[src/rtl/matrix_pkg.sv]
// Shared definitions for the sequential matrix ALU: op codes, FSM states,
// the saturating clip helper and the flat element index helper.
package matrix_pkg;

   localparam logic [2:0] OP_ADD   = 3'b000;
   localparam logic [2:0] OP_SUB   = 3'b001;
   localparam logic [2:0] OP_MUL   = 3'b010;
   localparam logic [2:0] OP_MULR  = 3'b011;
   localparam logic [2:0] OP_DET   = 3'b100;
   localparam logic [2:0] OP_TRANS = 3'b101;
   localparam logic [2:0] OP_OPP   = 3'b110;
   localparam logic [2:0] OP_CLR   = 3'b111;

   typedef enum logic [1:0] {ST_IDLE, ST_CHECK, ST_EXEC, ST_FIN} state_t;

   typedef struct packed {
      logic signed [63:0] val;
      logic               ovf;
   } sat_t;

   // Clamp a sign-extended value into a w-bit signed range.
   function automatic sat_t sat_clip(input logic signed [63:0] x, input int w);
      logic signed [63:0] hi;
      logic signed [63:0] lo;
      sat_t               s;
      hi    = (64'sd1 <<< (w - 1)) - 64'sd1;
      lo    = -(64'sd1 <<< (w - 1));
      s.val = x;
      s.ovf = 1'b0;
      if (x > hi) begin
         s.val = hi;
         s.ovf = 1'b1;
      end else if (x < lo) begin
         s.val = lo;
         s.ovf = 1'b1;
      end
      return s;
   endfunction

   function automatic int idx(input int i, input int j, input int max_n);
      return i * max_n + j;
   endfunction

endpackage

[src/rtl/matrix_alu_sat.sv]
// Combinational saturator: wide signed value in, OUT_W-bit clamped value out.
module matrix_alu_sat
   import matrix_pkg::*;
#(
   parameter int IN_W  = 27,
   parameter int OUT_W = 8
) (
   input  logic signed [IN_W-1:0]  din,
   output logic signed [OUT_W-1:0] dout,
   output logic                    ovf
);

   sat_t s;

   assign s    = sat_clip({{(64 - IN_W){din[IN_W-1]}}, din}, OUT_W);
   assign dout = s.val[OUT_W-1:0];
   assign ovf  = s.ovf;

endmodule

[src/rtl/matrix_alu_seq.sv]
// Sequential saturating matrix ALU, one element-step per cycle.
// Determinant datapath is built only when MATRIX_ALU_DET_EN is defined.
module matrix_alu_seq
   import matrix_pkg::*;
#(
   parameter int DATA_W = 8,
   parameter int MAX_N  = 5,
   parameter int SIZE_W = 3
) (
   input  logic                            clk,
   input  logic                            rst,
   input  logic                            start,
   input  logic [2:0]                      op,
   input  logic [SIZE_W-1:0]               size,
   input  logic [MAX_N*MAX_N*DATA_W-1:0]   a_flat,
   input  logic [MAX_N*MAX_N*DATA_W-1:0]   b_flat,
   input  logic [DATA_W-1:0]               scalar,
   output logic [MAX_N*MAX_N*DATA_W-1:0]   result_flat,
   output logic                            busy,
   output logic                            done,
   output logic                            ovf,
   output logic                            err
);

   localparam int ACC_W  = 2 * DATA_W + $clog2(MAX_N) + 1;
   localparam int DET_W  = 3 * DATA_W + 3;
   localparam int WIDE_W = (ACC_W > DET_W) ? ACC_W : DET_W;

   state_t                    state;
   logic [2:0]                op_r;
   logic [SIZE_W-1:0]         n_r;
   logic [SIZE_W-1:0]         i, j, k;
   logic signed [DATA_W-1:0]  am [MAX_N][MAX_N];
   logic signed [DATA_W-1:0]  bm [MAX_N][MAX_N];
   logic signed [DATA_W-1:0]  res [MAX_N][MAX_N];
   logic signed [DATA_W-1:0]  scalar_r;
   logic signed [WIDE_W-1:0]  acc, wide, dterm;
   logic signed [DATA_W-1:0]  sat_val;
   logic                      sat_ovf;
   logic                      bad, last_i, last_j, last_k, last_det;

   function automatic logic signed [WIDE_W-1:0] ext(input logic signed [DATA_W-1:0] v);
      return WIDE_W'(v);
   endfunction

   // NOTE: operand copies have no reset; they are only read after a start has loaded them.
   always_ff @(posedge clk) begin
      if (state == ST_IDLE && start) begin
         for (int r = 0; r < MAX_N; r++)
            for (int c = 0; c < MAX_N; c++) begin
               am[r][c] <= a_flat[idx(r, c, MAX_N)*DATA_W +: DATA_W];
               bm[r][c] <= b_flat[idx(r, c, MAX_N)*DATA_W +: DATA_W];
            end
         scalar_r <= scalar;
      end
   end

   assign last_i   = (i == n_r - SIZE_W'(1));
   assign last_j   = (j == n_r - SIZE_W'(1));
   assign last_k   = (k == n_r - SIZE_W'(1));
   assign last_det = (n_r == SIZE_W'(2)) ? (k == SIZE_W'(1)) : (k == SIZE_W'(5));

   // NOTE: every always_comb output gets a default first so no latch is inferred.
   always_comb begin
      bad = (n_r == '0) || (n_r > SIZE_W'(MAX_N));
`ifdef MATRIX_ALU_DET_EN
      if (op_r == OP_DET && n_r != SIZE_W'(2) && n_r != SIZE_W'(3)) bad = 1'b1;
`else
      if (op_r == OP_DET) bad = 1'b1;
`endif
   end

`ifdef MATRIX_ALU_DET_EN
   // Size 2 uses two terms; size 3 uses the six Sarrus triple products.
   always_comb begin
      dterm = '0;
      if (n_r == SIZE_W'(2)) begin
         if (k == '0) dterm = ext(am[0][0]) * ext(am[1][1]);
         else         dterm = -(ext(am[0][1]) * ext(am[1][0]));
      end else begin
         case (k)
            SIZE_W'(0): dterm =   ext(am[0][0]) * ext(am[1][1]) * ext(am[2][2]);
            SIZE_W'(1): dterm =   ext(am[0][1]) * ext(am[1][2]) * ext(am[2][0]);
            SIZE_W'(2): dterm =   ext(am[0][2]) * ext(am[1][0]) * ext(am[2][1]);
            SIZE_W'(3): dterm = -(ext(am[0][2]) * ext(am[1][1]) * ext(am[2][0]));
            SIZE_W'(4): dterm = -(ext(am[0][0]) * ext(am[1][2]) * ext(am[2][1]));
            default:    dterm = -(ext(am[0][1]) * ext(am[1][0]) * ext(am[2][2]));
         endcase
      end
   end
`else
   assign dterm = '0;
`endif

   always_comb begin
      wide = '0;
      case (op_r)
         OP_ADD:   wide = ext(am[i][j]) + ext(bm[i][j]);
         OP_SUB:   wide = ext(am[i][j]) - ext(bm[i][j]);
         OP_MULR:  wide = ext(am[i][j]) * ext(scalar_r);
         OP_TRANS: wide = ext(am[j][i]);
         OP_OPP:   wide = -ext(am[i][j]);
         OP_MUL:   wide = acc + ext(am[i][k]) * ext(bm[k][j]);
         OP_DET:   wide = acc + dterm;
         default:  wide = '0;
      endcase
   end

   matrix_alu_sat #(.IN_W(WIDE_W), .OUT_W(DATA_W)) u_sat (
      .din  (wide),
      .dout (sat_val),
      .ovf  (sat_ovf)
   );

   always_ff @(posedge clk or posedge rst) begin
      if (rst) begin
         state <= ST_IDLE;
         op_r  <= '0;
         n_r   <= '0;
         i     <= '0;
         j     <= '0;
         k     <= '0;
         acc   <= '0;
         busy  <= 1'b0;
         done  <= 1'b0;
         ovf   <= 1'b0;
         err   <= 1'b0;
         for (int r = 0; r < MAX_N; r++)
            for (int c = 0; c < MAX_N; c++) res[r][c] <= '0;
      end else begin
         done <= 1'b0;
         case (state)
            ST_IDLE: if (start) begin
               op_r  <= op;
               n_r   <= size;
               ovf   <= 1'b0;
               err   <= 1'b0;
               busy  <= 1'b1;
               state <= ST_CHECK;
            end
            ST_CHECK: begin
               i   <= '0;
               j   <= '0;
               k   <= '0;
               acc <= '0;
               if (bad) begin
                  err   <= 1'b1;
                  state <= ST_FIN;
               end else begin
                  for (int r = 0; r < MAX_N; r++)
                     for (int c = 0; c < MAX_N; c++)
                        if (op_r == OP_DET || r >= int'(n_r) || c >= int'(n_r)) res[r][c] <= '0;
                  state <= ST_EXEC;
               end
            end
            ST_EXEC: begin
               if (op_r == OP_CLR) begin
                  for (int r = 0; r < MAX_N; r++)
                     for (int c = 0; c < MAX_N; c++) res[r][c] <= '0;
                  state <= ST_FIN;
               end else if (op_r == OP_DET) begin
                  if (last_det) begin
                     res[0][0] <= sat_val;
                     ovf       <= ovf | sat_ovf;
                     state     <= ST_FIN;
                  end else begin
                     acc <= wide;
                     k   <= k + SIZE_W'(1);
                  end
               end else if (op_r == OP_MUL && !last_k) begin
                  acc <= wide;
                  k   <= k + SIZE_W'(1);
               end else begin
                  res[i][j] <= sat_val;
                  ovf       <= ovf | sat_ovf;
                  acc       <= '0;
                  k         <= '0;
                  if (last_j) begin
                     j <= '0;
                     if (last_i) state <= ST_FIN;
                     else        i     <= i + SIZE_W'(1);
                  end else begin
                     j <= j + SIZE_W'(1);
                  end
               end
            end
            ST_FIN: begin
               busy  <= 1'b0;
               done  <= 1'b1;
               state <= ST_IDLE;
            end
            default: state <= ST_IDLE;
         endcase
      end
   end

   always_comb begin
      result_flat = '0;
      for (int r = 0; r < MAX_N; r++)
         for (int c = 0; c < MAX_N; c++)
            result_flat[idx(r, c, MAX_N)*DATA_W +: DATA_W] = res[r][c];
   end

endmodule

[config.mk]
export PLATFORM = sky130hd
export DESIGN_NAME = matrix_alu_seq
export DESIGN_NICKNAME = d
export VERILOG_FILES = /design/src/rtl/matrix_pkg.sv /design/src/rtl/matrix_alu_sat.sv /design/src/rtl/matrix_alu_seq.sv
export SDC_FILE = /design/constraint.sdc
export NUM_CORES = 2
export LEC_CHECK = 0
export CAP_MARGIN = 20
export CORE_ASPECT_RATIO = 0.9
export CORE_MARGIN = 2
export CORE_UTILIZATION = 40
export DETAILED_ROUTE_END_ITERATION = 10
export MAX_ROUTING_LAYER = met4
export PLACE_DENSITY = 0.59
export REMOVE_ABC_BUFFERS = 1
export SLEW_MARGIN = 0
export SYNTH_ARGS = -nofsm -noshare
export SYNTH_HDL_FRONTEND = slang
export SYNTH_SLANG_ARGS = --single-unit
[constraint.sdc]
create_clock -name clk -period 25.2 [get_ports clk]
set_clock_uncertainty 0.1 [all_clocks]
set_input_delay 6.3 -clock clk [delete_from_list [all_inputs] [get_ports clk]]
set_output_delay 6.3 -clock clk [all_outputs]
set_load 0.02 [all_outputs]
==> flow_metrics.py <==
metrics = {
    "drt": {
        "ant_nets": 0,
        "via_per_inst": 5.797,
        "drt_wl_total_um": 138100,
        "drc": 0,
        "wl_per_cell_um": 27.27,
        "vias": 29348,
        "drtIter0Drc": 3064,
        "drt_pass1_iterations": 7,
    },
    "clocking": {
        "ctsResizeCount": 0,
        "clockBufferDepth": 3,
        "htreeDepth": 3,
        "hold_buffers": 0,
        "cts_setup_buffers": 0,
        "clock-root-buffer": "clkbuf_16",
        "clk_latency_ps": 630,
        "tritoncts": "yes",
        "numCtsBuffers": 72,
        "clk_pin_slew_ps": 60,
        "cts_sinks": 656,
    },
    "critical_path": {
        "critPathKind": "reg -> reg",
        "crit_required_ps": 25580,
        "arrival_ps": 11430,
        "cpPeakStageDelay_ps": 770,
        "crit_buf_inv": 3,
        "cp-end-kind": "flop",
        "crit_fanout": 43,
        "crit_family": "compound AO/OA/AOI/OAI gates",
        "crit_slowest_cell": "a31oi_2",
        "critPathLaunchType": "flop",
        "cpMostUsedCell": "fa_1",
    },
    "grt": {
        "grt_pass1_wl_um": 201900,
        "met2_usage": 0.4555,
        "grt_overflow_total": 0,
        "busiest_layer": "met2",
        "use_met3": 0.05079,
        "grt_pass1_vias": 29187,
        "antenna_found_initial": 31,
        "grt_max_degree": 199,
        "gr-usage-met1": 0.3881,
        "grt_usage": 0.2922,
    },
    "logic_synthesis": {
        "syn_area_um2": 37780,
        "netlist.area_leader.share": 0.3243,
        "yosysTopAreaCell": "edfxtp_1",
        "synthTopCellsByCount": "edfxtp_1, nor2_1, dfrtp_1",
        "synth_seq_cells": 656,
        "synth_edf_count": 408,
        "ys.flop_type": "edfxtp_1",
        "synth_area_leaders": "edfxtp_1, dfrtp_1, fa_1",
        "synthDistinctLibCells": 89,
        "synth-seq-area-share": 0.4885,
        "async_flop_share": 0.3780,
        "synthCells": 3157,
        "synth.avg_cell_area_um2": 11.97,
        "yosysMostFrequentCell": "edfxtp_1",
        "ys_warn_count": 0,
    },
    "floorplan": {
        "coreArea_um2": 93240,
        "die_x_um": 328.0,
        "start_util": 0.4052,
        "placementRows": 106,
        "dieArea_um2": 96930,
        "boundaryPins": 621,
        "die_y_um": 295.6,
    },
    "sta": {
        "final_hold_viol_count": 0,
        "period_minus_slack_ps": 11060,
        "period_share": 0.4387,
        "setup_viol": 0,
        "slew_headroom": 0.07883,
        "fmax_mhz": 90.45,
        "setup_tns_ps": 0,
        "tightest_slew_ps": 1382,
        "final_max_slew_viol_count": 0,
        "rsz0062_at_grt": "false",
    },
    "run_status": {
        "status": "completed",
    },
    "job": {
        "drv_cap": 0,
    },
    "place": {
        "gp_congestion": 0.9449,
        "post-dp-hpwl_um": 103300,
        "port_buffers": 620,
    },
    "layout": {
        "syn_to_final_growth_pct": 26.63,
        "drive_gt1_frac": 0.08606,
        "final_nets": 4446,
    },
    "worst_hold_path": {
        "hold_path_class": "reg -> reg",
    },
}
cell families after synthesis:
kind of cell             share of synthesized area
XOR/XNOR                                   0.01229
multiplexers                               0.08451
buffers and inverters                      0.04007
AO/OA/AOI/OAI                               0.1578
flip-flops                                  0.4885
adder cells (fa/ha/maj)                     0.1317
AND/OR/NAND/NOR                            0.08507
path summary, 6_finish.rpt:
check	from	end	slack, ps	cells past startpoint
worst min-delay path	result_flat[189]	result_flat[189]	380	2
worst max register to register	j[0]	result_flat[13]	14140	26
max in group asynchronous	rst	result_flat[170]	17430	3
min in group asynchronous	rst	result_flat[130]	6080	2
worst min register to register	result_flat[189]	result_flat[189]	380	2
worst max-delay path	j[0]	result_flat[13]	14140	26
layer usage:
metal | up-vias | share of wire
li1 | 12948 | -
met1 | 14686 | 0.43
met2 | 1481 | 0.47
met3 | 233 | 0.078
met4 | 0 | 0.030
met5 | - | 0
registers in the layout (all words and copies together), names as in the netlist, 2 cells and up:
| signal | cells |
|---|---|
| acc | 27 |
| j | 3 |
| state | 2 |
| result_flat | 200 |
| n_r | 3 |
| op_r | 3 |
| i | 3 |
| scalar_r | 8 |
| bm | 200 |
| k | 3 |
| am | 200 |
worst register-to-register path, cell delays in order, from the launching register on:
cell and delay, ps:
dfrtp_4 660, buf_4 640, nor2b_1 650, and2_1 690, a22oi_1 140, o211ai_1 140, o21ai_1 340, nor2_1 280
fa_1 700, inv_1 350, fa_1 570, inv_1 60, fa_1 560, fa_1 440, ha_1 290, ha_1 390
a21oi_1 340, o21ai_0 150, a21oi_1 310, nand3_1 200, a221oi_1 460, nor4_1 100, nor3b_1 540, nor2_1 130
a31oi_2 770, o32a_2 680, o21ai_0 220
through the flow:
step	area [µm²]	hold WS, ps	setup WS (ps)	instances	util
after floorplan	37050	349.8	9905	2978	-
after global placement	45450	361.0	14440	4900	0.4875
after detailed placement	45470	366.4	14320	4902	0.4877
after CTS	47750	378.2	14250	5029	0.5122
after global routing	47840	400.5	13530	5062	0.5131
final	47840	378.5	14140	5063	0.5131
placed cells by master (no fill, tap or decap), types with 12 or more instances in the layout:
| cell type | synthesis | routed |
|---|---|---|
| mux2_2 | 26 | 26 |
| nand4_1 | 15 | 15 |
| o22ai_1 | 28 | 28 |
| dfrtp_1 | 248 | 240 |
| a21oi_1 | 139 | 139 |
| nor2_1 | 270 | 268 |
| nand3_1 | 37 | 37 |
| or2_2 | 13 | 13 |
| clkbuf_16 | 0 | 73 |
| clkinv_2 | 0 | 16 |
| a22oi_1 | 68 | 68 |
| o211ai_1 | 19 | 19 |
| mux2i_1 | 139 | 139 |
| o31ai_1 | 31 | 30 |
| and2_1 | 38 | 38 |
| inv_1 | 203 | 201 |
| nand2_1 | 201 | 201 |
| nor2b_1 | 22 | 21 |
| nand2b_1 | 16 | 15 |
| xor2_1 | 12 | 12 |
| buf_4 | 1 | 59 |
| edfxtp_1 | 408 | 408 |
| clkdlybuf4s50_1 | 0 | 620 |
| o21ai_0 | 143 | 143 |
| nor3_1 | 44 | 42 |
| diode_2 | 0 | 33 |
| a21o_1 | 21 | 21 |
| a31oi_1 | 22 | 22 |
| a211oi_1 | 27 | 27 |
| fa_1 | 173 | 173 |
| mux4_2 | 67 | 67 |
| a221oi_1 | 51 | 51 |
| a22o_1 | 182 | 182 |
| ha_1 | 121 | 121 |
| xnor2_1 | 41 | 41 |
area by class of cell:
class | instances | area [µm²]
diodes | 33 | 82.58
repair buffers | 683 | 6694
multi-input cells | 2115 | 17950
clock inverters | 41 | 369.1
clock buffers | 86 | 1916
fillers | 8208 | 45390
well taps | 1242 | 1554
inverters | 207 | 792.0
flip-flops and latches | 656 | 18490
Power is left out: the tool's default activity adds up to more than one toggle a clock period on the data nets, which glitch-free logic cannot reach.
